$ cat config.mk
export PLATFORM = sky130hd
export DESIGN_NAME = bid_budget_arb
export DESIGN_NICKNAME = d
export VERILOG_FILES = /design/src/rtl/bus_arb_pkg.sv /design/src/rtl/bid_budget_bank.sv /design/src/rtl/bid_budget_arb.sv
export SDC_FILE = /design/constraint.sdc
export NUM_CORES = 1
export LEC_CHECK = 0
export BUFFER_PORTS_ARGS = -buffer_cell sky130_fd_sc_hd__buf_2
export CORE_UTILIZATION = 58
export DETAILED_ROUTE_END_ITERATION = 8
export GPL_TIMING_DRIVEN = 1
export PLACE_DENSITY = 0.89
export SLEW_MARGIN = 10
export SYNTH_ARGS = -nofsm -noshare
export SYNTH_HDL_FRONTEND = slang
export SYNTH_SLANG_ARGS = --single-unit
$ cat constraint.sdc
create_clock -name clk -period 21.9 [get_ports clk]
set_input_delay 2.19 -clock clk [delete_from_list [all_inputs] [get_ports clk]]
set_output_delay 2.19 -clock clk [all_outputs]
set_load 0.03 [all_outputs]
$ cat src/rtl/bus_arb_pkg.sv
// Shared types and bus address map for the budget-limited bid arbiter.
package bus_arb_pkg;

  typedef enum logic {
    IDLE = 1'b0,
    BUSY = 1'b1
  } arb_state_t;

  localparam logic [15:0] BUS_BASE_HI = 16'hFFEF;
  localparam logic [3:0]  BUS_TAG     = 4'h2;

  typedef struct packed {
    logic       valid;
    logic [1:0] idx;
  } slave_dec_t;

  // Slave window: FFEF_[00ss]2xx, slave index taken from addr[13:12].
  function automatic slave_dec_t decode_slave(input logic [31:0] addr);
    slave_dec_t d;
    logic       unused_lo;
    unused_lo = ^addr[7:0];
    d.valid = (addr[31:16] == BUS_BASE_HI) && (addr[15:14] == 2'b00) &&
              (addr[11:8] == BUS_TAG);
    d.idx   = addr[13:12];
    return d;
  endfunction

endpackage

$ cat src/rtl/bid_budget_bank.sv
// Per-master credit balances with periodic saturating refill.
module bid_budget_bank #(
  parameter int               NM       = 4,
  parameter int               BID_W    = 8,
  parameter int               BAL_W    = 12,
  parameter logic [BAL_W-1:0] MAX_BAL  = 12'd1000,
  parameter logic [BAL_W-1:0] REFILL   = 12'd100,
  parameter int               INTERVAL = 64
) (
  input  logic                   clk,
  input  logic                   rst,
  input  logic                   charge_en,
  input  logic [$clog2(NM)-1:0]  charge_idx,
  input  logic [BID_W-1:0]       charge_amt,
  output logic [NM*BAL_W-1:0]    bal
);

  localparam int CNT_W = $clog2(INTERVAL);

  logic [CNT_W-1:0] r_cnt;
  logic             w_wrap;

  assign w_wrap = (r_cnt == CNT_W'(INTERVAL - 1));

  always_ff @(posedge clk) begin
    if (!rst)        r_cnt <= '0;
    else if (w_wrap) r_cnt <= '0;
    else             r_cnt <= r_cnt + 1'b1;
  end

  genvar gi;
  generate
    for (gi = 0; gi < NM; gi++) begin : g_bal
      logic [BAL_W-1:0] r_bal;
      logic [BAL_W:0]   w_base;
      logic [BAL_W:0]   w_sum;

      // One spare bit so charge-then-refill can exceed MAX_BAL before clamping.
      assign w_base = {1'b0, r_bal} -
                      ((charge_en && (charge_idx == ($clog2(NM))'(gi))) ?
                       (BAL_W+1)'(charge_amt) : '0);
      assign w_sum  = w_wrap ? (w_base + (BAL_W+1)'(REFILL)) : w_base;

      always_ff @(posedge clk) begin
        if (!rst)
          r_bal <= MAX_BAL;
        else if (w_sum > (BAL_W+1)'(MAX_BAL))
          r_bal <= MAX_BAL;
        else
          r_bal <= w_sum[BAL_W-1:0];
      end

      assign bal[gi*BAL_W +: BAL_W] = r_bal;
    end
  endgenerate

endmodule

$ cat src/rtl/bid_budget_arb.sv
// Budget-limited bidding arbiter with one-hot slave decode.
// Optional bus watchdog enabled by defining ARB_TIMEOUT_EN.
module bid_budget_arb
  import bus_arb_pkg::*;
#(
  parameter int               NM       = 4,
  parameter int               BID_W    = 8,
  parameter int               BAL_W    = 12,
  parameter logic [BAL_W-1:0] MAX_BAL  = 12'd1000,
  parameter logic [BAL_W-1:0] REFILL   = 12'd100,
  parameter int               INTERVAL = 64,
  parameter int               TIMEOUT  = 32
) (
  input  logic                    clk,
  input  logic                    rst,
  input  logic [NM-1:0]           req,
  input  logic [NM*BID_W-1:0]     bid,
  input  logic [NM*32-1:0]        addr,
  input  logic                    ack,
  output logic [NM-1:0]           grant,
  output logic [3:0]              sel,
  output logic [$clog2(NM)-1:0]   gnt_idx,
  output logic                    err,
  output logic [NM*BAL_W-1:0]     bal
);

  localparam int IDX_W = $clog2(NM);
  localparam int TO_W  = $clog2(TIMEOUT + 1);
`ifdef ARB_TIMEOUT_EN
  localparam bit TO_EN = 1'b1;
`else
  localparam bit TO_EN = 1'b0;
`endif

  arb_state_t       r_state, w_state_next;
  logic [NM-1:0]    r_grant, w_grant_next;
  logic [3:0]       r_sel, w_sel_next;
  logic [IDX_W-1:0] r_gnt_idx, w_gnt_idx_next;
  logic             r_err, w_err_next;
  logic [TO_W-1:0]  r_busy_cnt;
  logic             w_timeout;

  logic [NM-1:0]    w_elig;
  logic             w_any;
  logic [IDX_W-1:0] w_win;
  logic [BID_W-1:0] w_win_bid;
  logic [31:0]      w_win_addr;
  slave_dec_t       w_dec;
  logic             w_charge_en;

  genvar gi;
  generate
    for (gi = 0; gi < NM; gi++) begin : g_elig
      assign w_elig[gi] = req[gi] && (bid[gi*BID_W +: BID_W] != '0) &&
                          (BAL_W'(bid[gi*BID_W +: BID_W]) <= bal[gi*BAL_W +: BAL_W]);
    end
  endgenerate

  // Strict '>' while scanning upward keeps ties with the lowest index.
  always_comb begin
    w_any     = 1'b0;
    w_win     = '0;
    w_win_bid = '0;
    for (int i = 0; i < NM; i++) begin
      if (w_elig[i] && (!w_any || (bid[i*BID_W +: BID_W] > w_win_bid))) begin
        w_any     = 1'b1;
        w_win     = IDX_W'(i);
        w_win_bid = bid[i*BID_W +: BID_W];
      end
    end
  end

  assign w_win_addr = addr[w_win*32 +: 32];
  assign w_dec      = decode_slave(w_win_addr);
  assign w_timeout  = TO_EN && (r_state == BUSY) && (r_busy_cnt == TO_W'(TIMEOUT - 1));

  always_comb begin
    w_state_next   = r_state;
    w_grant_next   = r_grant;
    w_sel_next     = r_sel;
    w_gnt_idx_next = r_gnt_idx;
    w_err_next     = 1'b0;
    w_charge_en    = 1'b0;
    case (r_state)
      IDLE: begin
        if (w_any) begin
          if (w_dec.valid) begin
            w_grant_next   = NM'(1) << w_win;
            w_sel_next     = 4'd1 << w_dec.idx;
            w_gnt_idx_next = w_win;
            w_charge_en    = 1'b1;
            w_state_next   = BUSY;
          end else begin
            w_err_next = 1'b1;
          end
        end
      end
      BUSY: begin
        if (ack || w_timeout) begin
          w_grant_next   = '0;
          w_sel_next     = '0;
          w_gnt_idx_next = '0;
          w_err_next     = !ack;
          w_state_next   = IDLE;
        end
      end
      default: w_state_next = IDLE;
    endcase
  end

  always_ff @(posedge clk) begin
    if (!rst) begin
      r_state   <= IDLE;
      r_grant   <= '0;
      r_sel     <= '0;
      r_gnt_idx <= '0;
      r_err     <= 1'b0;
    end else begin
      r_state   <= w_state_next;
      r_grant   <= w_grant_next;
      r_sel     <= w_sel_next;
      r_gnt_idx <= w_gnt_idx_next;
      r_err     <= w_err_next;
    end
  end

  always_ff @(posedge clk) begin
    if (!rst || (r_state != BUSY)) r_busy_cnt <= '0;
    else                           r_busy_cnt <= r_busy_cnt + 1'b1;
  end

  bid_budget_bank #(
    .NM       (NM),
    .BID_W    (BID_W),
    .BAL_W    (BAL_W),
    .MAX_BAL  (MAX_BAL),
    .REFILL   (REFILL),
    .INTERVAL (INTERVAL)
  ) u_bank (
    .clk        (clk),
    .rst        (rst),
    .charge_en  (w_charge_en),
    .charge_idx (w_win),
    .charge_amt (w_win_bid),
    .bal        (bal)
  );

  assign grant   = r_grant;
  assign sel     = r_sel;
  assign gnt_idx = r_gnt_idx;
  assign err     = r_err;

endmodule

* Word level (Yosys, flattened, before mapping)
Index checks and enable logic that the tools add are counted.
** Word-level totals
- Bits of input ports :: 167
- Bits in registers :: 66
- Logic and storage cells :: 119
** Cells by class
- Mux-type cells :: 39
- Equal/unequal tests :: 9
- $add $sub $neg :: 9
- Order comparisons :: 11
- Shift-type cells :: 3
- Bitwise logic cells :: 2
- Reduce and logical (&&, ||, !) cells :: 36
** Operator list (count)
- variable part select 128 x 8 -> 32 bit :: 1
- two-way mux 8 bit :: 8
- adder 13 x 7 -> 13 bit, second input constant :: 4
- greater-than comparator 13 x 10 -> 1 bit, second input constant :: 4
- two-way mux 13 bit :: 4
- subtractor 12 x 13 -> 13 bit :: 4
- <= comparator 8 x 12 -> 1 bit :: 4
- nonzero test 8 bit :: 4
- greater-than comparator 8 bit :: 3
- two-way mux 4 bit :: 5
- logical AND 1 bit :: 17
- == test 16 bit, second input constant :: 1
- case mux 4 bit (2 select lines) :: 2
- two-way mux 1 bit :: 12
- two-way mux 2 bit :: 5
- OR reduction 2 bit :: 5
- << shifter 1 x 2 -> 4 bit, first input constant :: 2
- adder 6 x 1 -> 6 bit, second input constant :: 1
- == test 6 bit, second input constant :: 1
- != test 2 bit, second input constant :: 3
- == test 2 bit, second input constant :: 2
- == test 4 x 2 -> 1 bit, second input constant :: 1
- zero test 1 bit :: 4
- zero test 2 bit :: 2
- other kinds (6) :: 10

* Logic depth before layout (Yosys ltp)
Gate-level depths: netlist (run 1).
- Word-level depth :: 30
- Mapped depth :: 58

* Hierarchy
From an unflattened synthesis (run 1), not the netlist that was laid out.
** Unflattened totals
- Cell total of the unflattened synthesis :: 1075
- Area total of the unflattened synthesis :: 8294.2 um^2
** Modules (own cells, without submodules)
- bid_budget_bank :: area each 5072.4 um^2, times used 1, cells each 636, seq. area each 1081.0 um^2
- bid_budget_arb :: area each 3221.8 um^2, times used 1, cells each 439, seq. area each 240.2 um^2

* Worst setup path after synthesis (run 1)
Ideal clock, no wire load.
- Path type :: input port to flip-flop
- From :: in bid[5]
- To :: reg u_bank.g_bal[0].r_bal[5]
- Setup time :: 0.136 ns
- Data arrival time :: 13.105 ns
- Stages :: 52
- Slack :: 8.659 ns
- Cell sequence :: ha_1 > a211oi_1 > nor2_1 > o221a_1 > nor3_1 > buf_2 > nand2_1 > ha_1 > nor2b_1 > o211ai_1 > a21oi_1 > o22ai_1 > a21oi_2 > buf_4 > buf_1 > buf_2 > o21a_1 > ha_1 > [16 not listed] > mux2i_1 > a221o_1 > nor4_4 > nand4_2 > buf_2 > or4_1 > ha_1 > nor2b_1 > o21a_1 > or3_1 > a21oi_1 > o21bai_1 > xnor2_1 > mux2_2 > o21a_1 > or4_1 > a31oi_1 > nand3_1
** Between the ends
- Cells in the longest elaborated chain, start to end :: 30
** Ends and longest elaborated chain
- start, declared :: line bid_budget_arb.sv:17 : input logic [NM*BID_W-1:0] bid,
- branches (longest 24 deep; another with <= comparator 8 x 12 -> 1 bit)
- two-way mux 8 bit (*) :: line bid_budget_bank.sv:40 : ((charge_en && (charge_idx == ($clog2(NM))'(gi))) ?
- subtractor 12 x 13 -> 13 bit (*) :: line bid_budget_bank.sv:39 : assign w_base = {1'b0, r_bal} -
- adder 13 x 7 -> 13 bit :: line bid_budget_bank.sv:42 : assign w_sum = w_wrap ? (w_base + (BAL_W+1)'(REFILL)) : w_base;
- two-way mux 13 bit (*) :: line bid_budget_bank.sv:42
- greater-than comparator 13 x 10 -> 1 bit :: line bid_budget_bank.sv:47 : else if (w_sum > (BAL_W+1)'(MAX_BAL))
- OR reduction 2 bit (no line)
- end signal, assigned :: line bid_budget_bank.sv:50 : r_bal <= w_sum[BAL_W-1:0];
- end, declared :: line bid_budget_bank.sv:34 : logic [BAL_W-1:0] r_bal;
Mark *: on every way between the ends.
A chain may end at the register's enable or synchronous reset.

* Worst setup path in the final report (run 1)
- From :: in bid[5]
- To :: reg u_bank.g_bal[0].r_bal[0]
The elaborated chain is that of the path after synthesis.

==> results of run 1 <==
worst max path at each step:
stage	start	endpoint	slack [ns]	depth (start not counted)
after floorplan	bid[5]	u_bank.g_bal[0].r_bal[5]	8.66	52
final	bid[5]	u_bank.g_bal[0].r_bal[0]	7.06	51
after CTS	bid[5]	u_bank.g_bal[0].r_bal[5]	7.23	50
after detailed placement	bid[5]	u_bank.g_bal[0].r_bal[5]	6.99	50
after global placement	bid[5]	u_bank.g_bal[0].r_bal[5]	7.27	50
after global routing	bid[5]	u_bank.g_bal[0].r_bal[5]	6.23	50
synth_stat cells (7+ instances only):
cell	instances
a211oi_1	10
a21o_1	22
a21oi_1	52
a221oi_1	10
a31oi_1	10
and2_1	17
and3_1	10
buf_2	7
clkbuf_1	18
dfxtp_1	66
ha_1	94
inv_1	68
mux2i_1	34
nand2_1	100
nand3_1	25
nand4_1	19
nor2_1	68
nor2b_1	21
nor3_1	19
nor4_1	19
o211ai_1	21
o21a_1	21
o21ai_0	28
o22ai_1	7
o31ai_1	8
or2_2	8
or3_1	20
or4_1	29
xnor2_1	40
xor2_1	24
metrics by stage:
stage	util (%)	setup slack, ns
finish	71.0	7.06
CTS	71.0	7.23
global route	71.0	6.23
floorplan	-	8.66
detailed placement	69.0	6.99
global placement	69.0	7.27
flip-flops by register name, summed over array words and instances (netlist names):
name	count
err	1
gnt_idx	2
grant	4
r_state	1
sel	4
u_bank.g_bal.r_bal	48
u_bank.r_cnt	6
power by group:
part,internal (mW),switching [mW],total (mW)
combinational,0.0434,0.0717,0.115
clock,0.0780,0.0533,0.131
sequential,0.122,0.00123,0.123
total,0.243,0.126,0.369
final cells by class:
type | count | area, sq um | area share (%)
tap | 172 | 215 | 2.37
sequential | 66 | 1320 | 14.6
clock inverter | 3 | 17.5 | 0.193
clock buffer | 11 | 243 | 2.67
timing repair buffer | 199 | 1010 | 11.1
inverter | 68 | 255 | 2.81
multi-input combinational | 836 | 6010 | 66.2
antenna | 1 | 2.50 | 0.0276
metal layers:
metal	GRT usage (%)	vias up	share of wire, %
met5	0	-	0
met4	22.0	0	5.6
met3	4.63	95	7.4
met2	61.6	390	48
met1	39.8	3888	39
li1	-	4067	-
worst reg2reg max path: cells and delay by family, from the launching register on:
family	cells	cell delay (ns)
xor+xnor	2	0.33
fa+ha+maj	5	1.66
compound gates	23	5.74
buf+inv	5	1.40
simple gates	15	3.57
mux	1	0.12
flops	1	0.41
layout by cell type, fill, tap and decap left out, types with 5 or more instances in the layout:
cell type	n
nand3_1	25
o211ai_1	21
a22o_1	5
a221oi_1	10
or2_2	8
o22ai_1	7
buf_2	193
nor4_1	19
nand4_1	19
clkbuf_16	9
and3_1	10
mux2i_1	34
xnor2_1	40
or4_1	29
xor2_1	24
inv_1	68
a21oi_1	52
buf_4	6
nand2b_1	5
ha_1	94
and2_1	17
nor3_1	19
conb_1	8
a211oi_1	10
o21ai_0	28
o2111ai_1	5
o21a_1	21
nand2_1	100
mux2_2	6
dfxtp_1	66
nor2_1	68
o31ai_1	8
a21boi_0	5
a21o_1	22
nor2b_1	21
or3_1	20
a31oi_1	10
o21bai_1	5
kinds of logic after synthesis:
family	Yosys count	synth area share (%)
buffers and inverters	99	5.20
and+or+nand+nor	381	26.3
other	1	0.0487
DFF	66	17.2
AOI/OAI and AO/OA	244	22.2
adders and majority gates	98	16.3
muxes	41	5.45
xor gates and xnor gates	64	7.28
==> metrics.yaml, run 1 <==
run_status:
  status: "completed"
synthesis:
  synth_edf_count: 0
  synth_seq_area_share_pct: 17.2
  synth_top_area_share_pct: 17.2
  ys_ff_latch: 66
  syn-instance-count: 994
  synth_top_flop_cell: "dfxtp_1"
  synthArstFlopShare_pct: 0
  synthDistinctLibCells: 77
  syn_area_sq_um: 7700
  yosysWarningCount: 0
  synthTopCellsByArea: "dfxtp_1 (17%), ha_1 (15%), nand2_1 (4.9%)"
  synth_area_per_cell_sq_um: 7.74
  synth_top_area_cell: "dfxtp_1"
worst_setup_path:
  slowest_stage: "o41ai_1"
  worstPathRequired_ns: 22.17
  critPathBufInv: 5
  start_kind: "input pin"
  worstSetupEndpointType: "register"
  crit_family: "compound AO/OA/AOI/OAI gates"
  ff2ff_setup_slack_ns: 8.57
  path_class: "in2reg"
  reg2reg_from: "u_bank.g_bal[0].r_bal[5]"
  r2r_cells: 51
  cpPeakStageDelay_ns: 0.84
  regToRegEndpoint: "u_bank.g_bal[0].r_bal[0]"
  arrival_ns: 15.11
  crit_fanout: 44
job:
  cap_violations: 0
power_and_ir_drop:
  power_uw: 369
  pwr_density_cell_nw_per_um2: 40.7
  peakVddDrop_uv: 33.6
  p_leak_nw: 4.03
clocking:
  cts_made_buffers: 9
  htreeDepth: 3
  cts_setup_buffers: 0
  cts_resized: 0
  clk_pin_slew_ns: 0.06
  ctsRootBufferMaster: "clkbuf_16"
  cts_buffer_depth: 2
  cts_hold_buf: 0
  worstSkewPairLatency_ns: 0.34
  cts_tree: "built"
  cts_sinks: 66
final_layout:
  instances_no_fill: 1356
  design_area_sq_um: 9070
  drive_gt1_share_pct: 20.3
  layout-area-overhead-vs-synth_pct: 17.9
  nets: 1445
  fillers: 1023
detailed_routing:
  routed_wl_mm: 24.1
  wl_per_cell_microns: 17.8
  via_count: 8440
  via_per_inst: 6.22
  drtPass1Iterations: 5
  route.detailed.drc: 0
  drt_iter0_drc: 535
  ant_nets: 0
timing:
  rsz0062_at_grt: "false"
  tightest_slew_ns: 0.991
  fmaxAchievable_ghz: 0.0674
  period_share_pct: 67.8
  finalSetupTns_ns: 0
  finalSetupViolCount: 0
  fin_skew_ns: 0.00497
  relSlewSlack_pct: 33.1
  report.final.slew_viol_count: 0
  period_minus_slack_ns: 14.84
  hold_viol: 0
  holdWs_ns: 0.447
die:
  rows: 41
  start_util_pct: 60.3
  die-area_sq_um: 13700
  io_pins: 226
  coreArea_sq_um: 12800
  die_w_microns: 117
  fp.dieH_microns: 117
placement:
  routabilityCongestion: 0.950
  port_buffers: 193
  placed_area_sq_um: 8810
  dpl.hpwl_mm: 19.0
  dp_cells: 1341
global_route:
  grt_usage_pct: 34.9
  grt-ovfl-total: 0
  antenna_found_initial: 1
  grt_max_degree: 45
  first_global_vias: 7825
  grt_pass1_wl_mm: 36.9
min_path:
  hold_end: "u_bank.r_cnt[0]"
  hp-class: "reg2reg"
  worstHoldPathCells: 1
  min_from: "u_bank.r_cnt[0]"
No activity file was read; power rests on OpenSTA's default activity.
==> run 2, diff against run 1 <==
- CORE_UTILIZATION: 58 -> 54
- PLACE_DENSITY: 0.89 -> 0.84
- clock period: 21.9 -> 15 ns (I/O delays scaled with it)
==> metrics.yaml, run 2 (same netlist as run 1, synthesis figures left out) <==
placement:
  dpl.hpwl_mm: 19.3
  place_ws_ns: 0.808
  placed_area_sq_um: 8820
  port_buffers: 193
  routabilityCongestion: 0.931
worst_setup_path:
  worstSetupEndpointType: "register"
  endpoint: "u_bank.g_bal[1].r_bal[5]"
  slowest_stage: "a21oi_4"
  path_class: "in2reg"
  regToRegEndpoint: "u_bank.g_bal[1].r_bal[5]"
  cpMostUsedCell: "a21oi_1"
  arrival_ns: 14.26
  r2r_cells: 49
  ff2ff_setup_slack_ns: 1.77
  worstPathRequired_ns: 15.20
  cpPeakStageDelay_ns: 0.58
  crit_start: "bid[5]"
  start_kind: "input pin"
  reg2reg_from: "u_bank.g_bal[0].r_bal[5]"
  crit_fanout: 26
clocking:
  clk_pin_slew_ns: 0.06
  worstSkewPairLatency_ns: 0.36
  cts_made_buffers: 9
  htreeDepth: 3
  cts_tree: "built"
  cts_sinks: 66
  ctsRootBufferMaster: "clkbuf_16"
  cts_buffer_depth: 2
power_and_ir_drop:
  pwr_density_cell_nw_per_um2: 62.2
  swShare_pct: 34.1
  p_leak_nw: 4.06
  peakVddDrop_uv: 52.0
  clkPwrFrac_pct: 39.2
  switching_power_uw: 194
  p_seq_share_pct: 31.5
  comb_power_share_pct: 29.2
  p_int_uw: 374
final_layout:
  fillers: 1176
  layout-area-overhead-vs-synth_pct: 18.7
  design_area_sq_um: 9130
  largest_register_ffs: 48
  final_cell_mix: "buf_2 (193), nand2_1 (100), ha_1 (94)"
  nets: 1445
  seqCellArea_sq_um: 1320
  multi_input_area_sq_um: 6020
  final_common_cell: "buf_2"
  reg_top3: "u_bank.g_bal.r_bal x48, u_bank.r_cnt x6"
  drive_gt1_share_pct: 20.6
  top_register: "u_bank.g_bal.r_bal"
  diodes: 0
detailed_routing:
  routed_wl_mm: 24.2
  via_count: 8350
  route.detailed.drc: 0
  ant_nets: 0
  drtPass1Iterations: 5
  via_per_inst: 6.12
  drt_iter0_drc: 548
  wl_per_cell_microns: 17.7
timing:
  period_minus_slack_ns: 14.06
  relSlewSlack_pct: 27.7
  fin_skew_ns: 0.0105
  report.final.slew_viol_count: 0
  tightest_slew_ns: 1.08
  hold_viol: 0
  finalSetupTns_ns: 0
  fmaxAchievable_ghz: 0.0711
  fin_ws_ns: 0.939
  rsz0062_at_grt: "false"
  period_share_pct: 93.7
  finalSetupViolCount: 0
die:
  io_pins: 226
  start_util_pct: 55.5
  fp.dieH_microns: 121
  die_w_microns: 121
  die-area_sq_um: 14700
  rows: 43
  coreArea_sq_um: 13900
min_path:
  hp-class: "reg2reg"
  min_from: "u_bank.r_cnt[0]"
global_route:
  grt_usage_pct: 32.7
  grt-ovfl-total: 0
  antenna_found_initial: 0
  grt_max_degree: 28
  grt_pass1_wl_mm: 37.3
  first_global_vias: 7551
run_status:
  status: "completed"
job:
  cap_violations: 0
-- run 2: what timing repair did --
| item | in CTS | in global routing |
|---|---|---|
| gates resized for setup | 0 | 1 |
| endpoints found under the setup margin | 0 | 6 |
| buffers inserted | 0 | 0 |
| hold buffers | 0 | 0 |
-- run 2: how the worst min path moves through the flow --
stage / cells after the start / slack [ns] / endpoint
after floorplan: 1 / 0.42 / u_bank.r_cnt[0]
after global placement: 1 / 0.44 / u_bank.r_cnt[0]
after detailed placement: 1 / 0.44 / u_bank.r_cnt[0]
after CTS: 1 / 0.46 / u_bank.r_cnt[0]
after global routing: 1 / 0.47 / u_bank.r_cnt[0]
final: 1 / 0.45 / u_bank.r_cnt[0]
-- run 2: critical path: cells and delay by family --
| kind | cells | cell delay (ns) |
|---|---|---|
| compound gates | 25 | 6.32 |
| xor+xnor | 1 | 0.30 |
| fa+ha+maj | 5 | 1.65 |
| buf+inv | 3 | 0.82 |
| mux | 2 | 0.27 |
| simple gates | 13 | 3.34 |
-- run 2: power groups by stage --
stage / sequential [mW] / clock, mW / combinational, mW
2_1_floorplan: 0.185 / 0 / 0.103
3_3_place_gp: 0.183 / 0 / 0.158
3_5_place_dp: 0.183 / 0 / 0.161
4_1_cts: 0.179 / 0.224 / 0.163
5_1_grt: 0.179 / 0.233 / 0.179
6_report: 0.179 / 0.223 / 0.166
-- run 2: cell type report --
class,instances,share of cell area (%)
inverter,68,2.79
multi-input combinational,836,65.9
timing repair buffer,199,11.1
clock inverter,6,0.712
sequential,66,14.5
tap,180,2.47
clock buffer,10,2.62
-- run 2: through the flow --
| step | power, mW | utilization, % | hold WS [ns] | std cells |
|---|---|---|---|---|
| final | 0.568 | 65.8 | 0.453 | 1365 |
| after global routing | 0.591 | 65.8 | 0.472 | 1365 |
| after CTS | 0.566 | 65.7 | 0.456 | 1365 |
| after detailed placement | 0.344 | 63.6 | 0.445 | 1349 |
| after global placement | 0.341 | 63.6 | 0.436 | 1349 |
| after floorplan | 0.289 | - | 0.418 | 1001 |
-- run 2: layer usage --
metal,vias to the layer above,global-route usage (%),routed length [microns]
li1,4062,-,-
met1,3857,39.0,9750
met2,357,56.0,11600
met3,74,5.64,1910
met4,0,16.5,972
met5,-,0,0
